`src/rtl/seq_mult.sv`:
```
// Sequential shift-and-add multiplier.
// One partial product is added per clock, so a WIDTH x WIDTH multiply
// takes WIDTH steps plus one cycle for sign correction. Signed operands
// are reduced to magnitudes up front, and the sign is restored at the end.
module seq_mult #(
    parameter int WIDTH = 4
) (
    input  logic                 clk,
    input  logic                 rst_n,
    input  logic                 start,
    input  logic                 signed_mode,
    input  logic [WIDTH-1:0]     a,
    input  logic [WIDTH-1:0]     b,
    output logic                 busy,
    output logic                 done,
    output logic [2*WIDTH-1:0]   product
);

    localparam int CW = $clog2(WIDTH) + 1;

    typedef enum logic [1:0] {IDLE, RUN, FIN} state_t;

    state_t               state;
    logic                 neg;
    logic [WIDTH-1:0]     mcand;
    logic [WIDTH-1:0]     mplier;
    logic [2*WIDTH-1:0]   acc;
    logic [CW-1:0]        cnt;

    logic [WIDTH-1:0]     amag;
    logic [WIDTH-1:0]     bmag;
    logic [2*WIDTH-1:0]   addend;

    // Operand magnitudes. -(-2^(W-1)) wraps back to 2^(W-1), which is
    // exactly right when the result is read as an unsigned WIDTH-bit value.
    always_comb begin
        amag   = (signed_mode && a[WIDTH-1]) ? (~a + 1'b1) : a;
        bmag   = (signed_mode && b[WIDTH-1]) ? (~b + 1'b1) : b;
        addend = {{WIDTH{1'b0}}, mcand} << cnt;
    end

    // Control FSM and datapath. All outputs are registered.
    always_ff @(posedge clk or negedge rst_n) begin
        if (!rst_n) begin
            state   <= IDLE;
            busy    <= 1'b0;
            done    <= 1'b0;
            product <= '0;
            neg     <= 1'b0;
            mcand   <= '0;
            mplier  <= '0;
            acc     <= '0;
            cnt     <= '0;
        end else begin
            done <= 1'b0;
            case (state)
                IDLE: begin
                    if (start) begin
                        neg    <= signed_mode & (a[WIDTH-1] ^ b[WIDTH-1]);
                        mcand  <= amag;
                        mplier <= bmag;
                        acc    <= '0;
                        cnt    <= '0;
                        busy   <= 1'b1;
                        state  <= RUN;
                    end
                end
                RUN: begin
                    // The product of two WIDTH-bit magnitudes always fits in
                    // 2*WIDTH bits, so the top-bit carry is never needed.
                    if (mplier[0])
                        acc <= acc + addend;
                    mplier <= mplier >> 1;
                    cnt    <= cnt + 1'b1;
                    if (cnt == CW'(WIDTH - 1))
                        state <= FIN;
                end
                FIN: begin
                    product <= neg ? (~acc + 1'b1) : acc;
                    done    <= 1'b1;
                    busy    <= 1'b0;
                    state   <= IDLE;
                end
                default: begin
                    state <= IDLE;
                    busy  <= 1'b0;
                end
            endcase
        end
    end

endmodule

```
`config.mk`:
```
export PLATFORM = sky130hd
export DESIGN_NAME = seq_mult
export DESIGN_NICKNAME = d
export VERILOG_FILES = /design/src/rtl/seq_mult.sv
export SDC_FILE = /design/constraint.sdc
export NUM_CORES = 1
export LEC_CHECK = 0
export CAP_MARGIN = 10
export CORE_MARGIN = 1.5
export CORE_UTILIZATION = 55
export CTS_CLUSTER_SIZE = 30
export DETAILED_ROUTE_END_ITERATION = 6
export GPL_ROUTABILITY_DRIVEN = 0
export GPL_TIMING_DRIVEN = 1
export PLACE_DENSITY = 0.86
export SETUP_SLACK_MARGIN = 0.3
export SLEW_MARGIN = 20
export SYNTH_ARGS = -nofsm -noshare
export SYNTH_HDL_FRONTEND = slang
export SYNTH_SLANG_ARGS = --single-unit
export TNS_END_PERCENT = 5
```
`constraint.sdc`:
```
create_clock -name clk -period 2.95 [get_ports clk]
set_input_delay 0.295 -clock clk [delete_from_list [all_inputs] [get_ports clk]]
set_output_delay 0.295 -clock clk [all_outputs]
set_load 0.005 [all_outputs]
```
==> flow_summary.ini, run 1 <==
[pwr]
power_leakage_uw = 0.001047
pwr_density_cell_mw_per_mm2 = 1019
vdd_drop_max_v = 0.0006645

[floorplan]
rows = 21
die_area_sq_mm = 0.003839
initial_core_util = 0.5729
die_h_microns = 61.96
die_w_microns = 61.96
ios = 22
core_area_sq_mm = 0.003337

[finish]
fin_nets = 260
fill_cells = 267
antennaDiodeCount = 0
syn_to_final_growth_pct = 16.36
mostFrequentLayoutCell = nand2_1
final_cell_mix = nand2_1, dfrtp_1, o21ai_0
drive_above_1_share = 0.05085

[synthesis]
synth_warnings = 0
yosysSeqAreaShare = 0.4188
syn_inst = 211
synth-simple-area-share = 0.1682
synth_area_sq_mm = 0.001912
synth_cell_types = 31
synth_fa_ha_area_frac = 0.08901
synthMuxAreaShare = 0.04712
syn-num-nets = 236
synth-compound-area-share = 0.1813
synth_seq_cells = 32
syn_avg_cell_area_sq_um = 9.061
synth_xor_area_frac = 0.05955
synth_top_family_by_area = compound AO/OA/AOI/OAI gates

[grt]
grt_pass1_wl_mm = 6.127
gr-usage-all-layers = 0.2186
first_global_vias = 1370
overflow = 0
grt_antenna_before_repair = 0
grt_max_degree = 33

[sta]
worstMarginPinSlew_ns = 0.5246
skew_ns = 0.006590
rsz0062_at_grt = false
max_freq_mhz = 423.0
tns_ns = 0
finalHoldViolations = 0
fin_ws_ns = 0.5860
period_needed_ns = 2.364
period_share = 0.8014
setup_viol = 0
slew_violations = 0
maxSlewHeadroom = 0.6490

[worst_setup_path]
critical_path.max_stage_delay_ns = 0.46
crit_fanout = 8
start_kind = register
cpMostUsedCell = mux2i_1
crit_buf_inv = 0
critPathSlowestCell = dfrtp_2
criticalPathCategory = reg2reg
crit_arrival_ns = 2.64
path_delay_family = multiplexers
rrSetupSlack_ns = 0.59
crit_path_end_kind = register
worst_ep_required_time_ns = 3.22
crit_chain = mux2i_1 -> mux2i_1 -> and2_1 -> ha_1 -> o211a_1 -> o21ai_0 -> a32oi_1 -> mux2i_1 -> mux2i_1

[routing]
wl_per_cell_microns = 12.38
ant_nets = 0
vias_per_cell = 5.496
firstDrtPassIters = 4
drcViolationCount = 0
wl_mm = 3.492
vias = 1550
drt_iter0_drc = 127

[clock_network]
cts_tree = built
clockBufferDepth = 2
cts_buffers = 5
clock_latency_ns = 0.34
htree_levels = 2
post_cts_buffers = 0
path_clk_slew_ns = 0.11
postCtsHoldBufs = 0
clock-sinks = 32
root_buffer = clkbuf_4

[worst_hold_path]
hold_path.class = in2async

[run]
maxCapViolations = 0

[place]
hpwl_mm = 2.726
io_buffers = 21
place_ws_ns = 0.5320

[outcome]
status = complete, no violations
## cell families after synthesis
kind of cell,after synthesis
buf+inv,18
mux,9
flops,32
xor+xnor,13
compound gates,56
simple gates,70
fa+ha+maj,13
## Yosys cell counts, drive strengths merged
| cell type | count | area share |
|---|---|---|
| nand2 | 36 | 0.071 |
| dfrtp | 32 | 0.42 |
| o21ai | 23 | 0.060 |
| inv | 13 | 0.026 |
| a21oi | 12 | 0.031 |
| ha | 12 | 0.079 |
| nor2 | 12 | 0.024 |
| mux2i | 9 | 0.047 |
| xor2 | 8 | 0.037 |
| o22ai | 7 | 0.023 |
| xnor2 | 5 | 0.023 |
| clkbuf | 4 | 0.0079 |
| nand3 | 4 | 0.010 |
| nor2b | 4 | 0.013 |
| nor3b | 4 | 0.016 |
| o31ai | 4 | 0.023 |
| a21o | 3 | 0.012 |
| a22o | 3 | 0.014 |
| and2 | 3 | 0.0098 |
| nand2b | 3 | 0.0098 |
| a32oi | 2 | 0.0092 |
| or3 | 2 | 0.0092 |
| and3 | 1 | 0.0033 |
| buf | 1 | 0.0026 |
| fa | 1 | 0.010 |
| nor3 | 1 | 0.0026 |
| o211a | 1 | 0.0052 |
| o21bai | 1 | 0.0039 |
## where the power goes
group | switching, uW | internal (uW) | total, uW | leakage (uW)
logic | 591 | 585 | 1180 | 0.000610
registers | 217 | 621 | 838 | 0.000403
clock network | 161 | 91.3 | 252 | 0.0000349
total | 969 | 1300 | 2270 | 0.00105
## stage by stage
step | cells | power, uW | instance area (sq um) | util | hold WS (ns)
finish | 282 | 2266 | 2225 | 0.6667 | 0.3304
CTS | 282 | 2282 | 2223 | 0.6663 | 0.3377
floorplan | 211 | 1703 | 1912 | - | -0.0005911
global placement | 274 | 1983 | 2167 | 0.6494 | 0.4608
global route | 282 | 2513 | 2225 | 0.6667 | 0.3757
detailed placement | 274 | 2030 | 2167 | 0.6494 | 0.4692
## per-layer routing
metal / routed length, microns / global-route usage
met2: 1660 / 0.3393
met4: 56 / 0.06383
met3: 114 / 0.05590
met5: 0 / 0
met1: 1660 / 0.3022
## cell type report
type	count	area [sq um]	share of cell area
repair buffers	22	217.7	0.09786
clock inverters	3	18.77	0.008436
clock buffers	5	37.54	0.01687
inverters	13	48.80	0.02193
flip-flops and latches	32	802.0	0.3605
multi-input cells	161	1042	0.4685
well taps	46	57.56	0.02587
## timing repair
item                                    4_1_cts  5_1_grt
endpoints found under the setup margin        0        1
endpoints found under the hold margin         0        0
gates resized for setup                       0        1
## final timing paths
kind	to	cells past startpoint	from
max	acc[7]	9	cnt[0]
min	acc[0]	2	rst_n
max reg2reg	acc[7]	9	cnt[0]
min reg2reg	product[3]	2	product[3]
max in group asynchronous	cnt[0]	2	rst_n
min in group clk	product[3]	2	product[3]
## sequential cells by signal, indices dropped and copies added, names as in the netlist
signal and cells:
acc 8, busy 1, cnt 3, done 1, mcand 4, mplier 4, neg 1, product 8
state 2
(Power assumes the default switching activity.)
==> inputs of run 2 (changes only) <==
--- a/config.mk
+++ b/config.mk
@@ -7,12 +7,12 @@
 export LEC_CHECK = 0
 export CAP_MARGIN = 10
 export CORE_MARGIN = 1.5
-export CORE_UTILIZATION = 55
+export CORE_UTILIZATION = 50
 export CTS_CLUSTER_SIZE = 30
 export DETAILED_ROUTE_END_ITERATION = 6
 export GPL_ROUTABILITY_DRIVEN = 0
 export GPL_TIMING_DRIVEN = 1
-export PLACE_DENSITY = 0.86
+export PLACE_DENSITY = 0.83
 export SETUP_SLACK_MARGIN = 0.3
 export SLEW_MARGIN = 20
 export SYNTH_ARGS = -nofsm -noshare
==> constraint.sdc (replaced) <==
create_clock -name clk -period 2 [get_ports clk]
set_input_delay 0.2 -clock clk [delete_from_list [all_inputs] [get_ports clk]]
set_output_delay 0.2 -clock clk [all_outputs]
set_load 0.005 [all_outputs]
==> run 2 against run 1 <==
The run now ends with negative setup slack left; via count increased by 7.6%; clock power increased to 2.7 times the previous value; die area increased by 9.5%; utilization increased by 0.39 points; sequential cell count unchanged; routed wire length increased by 17%; global-route usage decreased by 0.37 points; design area increased by 10%; fmax increased by 6.2%; sequential share of layout area decreased by 3.3 points.
==> flow_summary.ini, run 2 (synthesized netlist as in run 1, its figures left out) <==
[finish]
fin_nets = 274
syn_to_final_growth_pct = 28.40
final_util = 0.6705
mostFrequentLayoutCell = nand2_1
antennaDiodeCount = 0
top_regs = acc x8, product x8
drive_above_1_share = 0.1440
final_cell_mix = nand2_1, dfrtp_1, clkdlybuf4s50_1

[routing]
ant_nets = 0
vias = 1668
firstDrtPassIters = 5
wl_mm = 4.079
drcViolationCount = 0
drt_iter0_drc = 112
vias_per_cell = 5.597
wl_per_cell_microns = 13.69

[worst_setup_path]
crit_fanout = 5
critPathSlowestCell = dfrtp_2
worst_ep_required_time_ns = 2.21
criticalPathCategory = reg2reg
crit_path_end_kind = register
critical_path.max_stage_delay_ns = 0.48
path_delay_family = compound AO/OA/AOI/OAI gates
crit_chain = nor2b_2 -> nand2_1 -> o21ai_1 -> nand2b_1 -> o21ai_0 -> ha_1 -> buf_4 -> a21oi_1 -> a32oi_1 -> mux2i_1 -> mux2i_1
cpMostUsedCell = mux2i_1
crit_buf_inv = 1
crit_arrival_ns = 2.44
start_kind = register

[sta]
slew_violations = 0
worstMarginPinSlew_ns = 0.4519
holdWs_ns = 0.3062
max_freq_mhz = 449.4
period_share = 1.113
skew_ns = 0.004575
fin_ws_ns = -0.2251
setup_viol = 5
finalHoldViolations = 0
period_needed_ns = 2.225
maxSlewHeadroom = 0.6955
rsz0062_at_grt = true

[clock_network]
root_buffer = clkbuf_8
cts_buffers = 5
cts_tree = built
htree_levels = 2
clock_latency_ns = 0.29
clockBufferDepth = 2
postCtsHoldBufs = 0
clock-sinks = 32
post_cts_buffers = 0
path_clk_slew_ns = 0.07

[pwr]
finalPower_uw = 4151
pwr_density_cell_mw_per_mm2 = 1691
vdd_drop_max_v = 0.0006999
power_leakage_uw = 0.001144

[run]
maxCapViolations = 0

[grt]
first_global_vias = 1559
use_met3 = 0.04688
gr-max-usage-layer = met2
grt_pass1_wl_mm = 6.927
use_met2 = 0.3647
grt_max_degree = 33
gr-usage-all-layers = 0.2149
overflow = 0
grt_antenna_before_repair = 0
grt_use_met1 = 0.2652

[floorplan]
die_h_microns = 64.84
core_area_sq_mm = 0.003661
die_area_sq_mm = 0.004204
initial_core_util = 0.5222
die_w_microns = 64.84
rows = 22
ios = 22

[place]
io_buffers = 21
hpwl_mm = 3.008

[outcome]
violations = negative setup slack
status = complete, but fails checks

[worst_hold_path]
hold_path.class = in2async
[run 2: changes by cell type in the layout (fill, tap and decap cells not counted), sizes merged]
cell / before / now
buf: 1 / 15
bufinv: 0 / 1
clkbuf: 5 / 7
clkinv: 3 / 0
[run 2: final timing paths]
path,slack (ns),to,cells past startpoint,start
setup reg to reg,-0.23,acc[7],11,cnt[0]
min in group clk,0.48,product[6],2,product[6]
setup / recovery,-0.23,acc[7],11,cnt[0]
hold / removal,0.31,mplier[3],2,rst_n
hold reg to reg,0.48,product[6],2,product[6]
max in group asynchronous,1.38,cnt[0],2,rst_n
[run 2: what timing repair did]
item / CTS / global route
endpoints found under the setup margin: 8 / 9
pin swaps: 3 / 3
gates resized for setup: 7 / 4
[run 2: metrics by stage]
stage	area (sq um)	instances	worst slack (ns)	setup TNS, ns
2_1_floorplan	1937	211	-0.1444	-0.2088
3_3_place_gp	2293	290	-0.1544	-0.3890
3_5_place_dp	2293	290	-0.2449	-0.7394
4_1_cts	2435	298	-0.1729	-0.4659
5_1_grt	2455	298	-0.3933	-1.292
6_report	2455	298	-0.2251	-0.5653
[run 2: final cells by class]
type | instances | area (sq um)
Fill cell | 299 | 1206
Multi-Input combinational cell | 161 | 1090
Sequential cell | 32 | 803.3
Tap cell | 48 | 60.06
Inverter | 13 | 48.80
Clock inverter | 1 | 30.03
Clock buffer | 7 | 96.34
Timing Repair Buffer | 36 | 326.6
[run 2: metal layers]
metal  routed length [microns]  vias up
li1                          -      811
met1                      1883      792
met2                      1905       48
met3                       183       17
met4                       107        0
met5                         0        -
[run 2: report_power, final]
group          leakage [uW]  switching (uW)  internal (uW)
combinational      0.000678            1010           1180
clock             0.0000645             244            439
sequential         0.000401             359            921
==> inputs of run 3 (changes only) <==
--- a/config.mk
+++ b/config.mk
@@ -18,4 +18,4 @@
 export SYNTH_ARGS = -nofsm -noshare
 export SYNTH_HDL_FRONTEND = slang
 export SYNTH_SLANG_ARGS = --single-unit
-export TNS_END_PERCENT = 5
+export TNS_END_PERCENT = 10
==> results of run 3 <==
Final layout, timing and power as in run 2 (identical DEF).
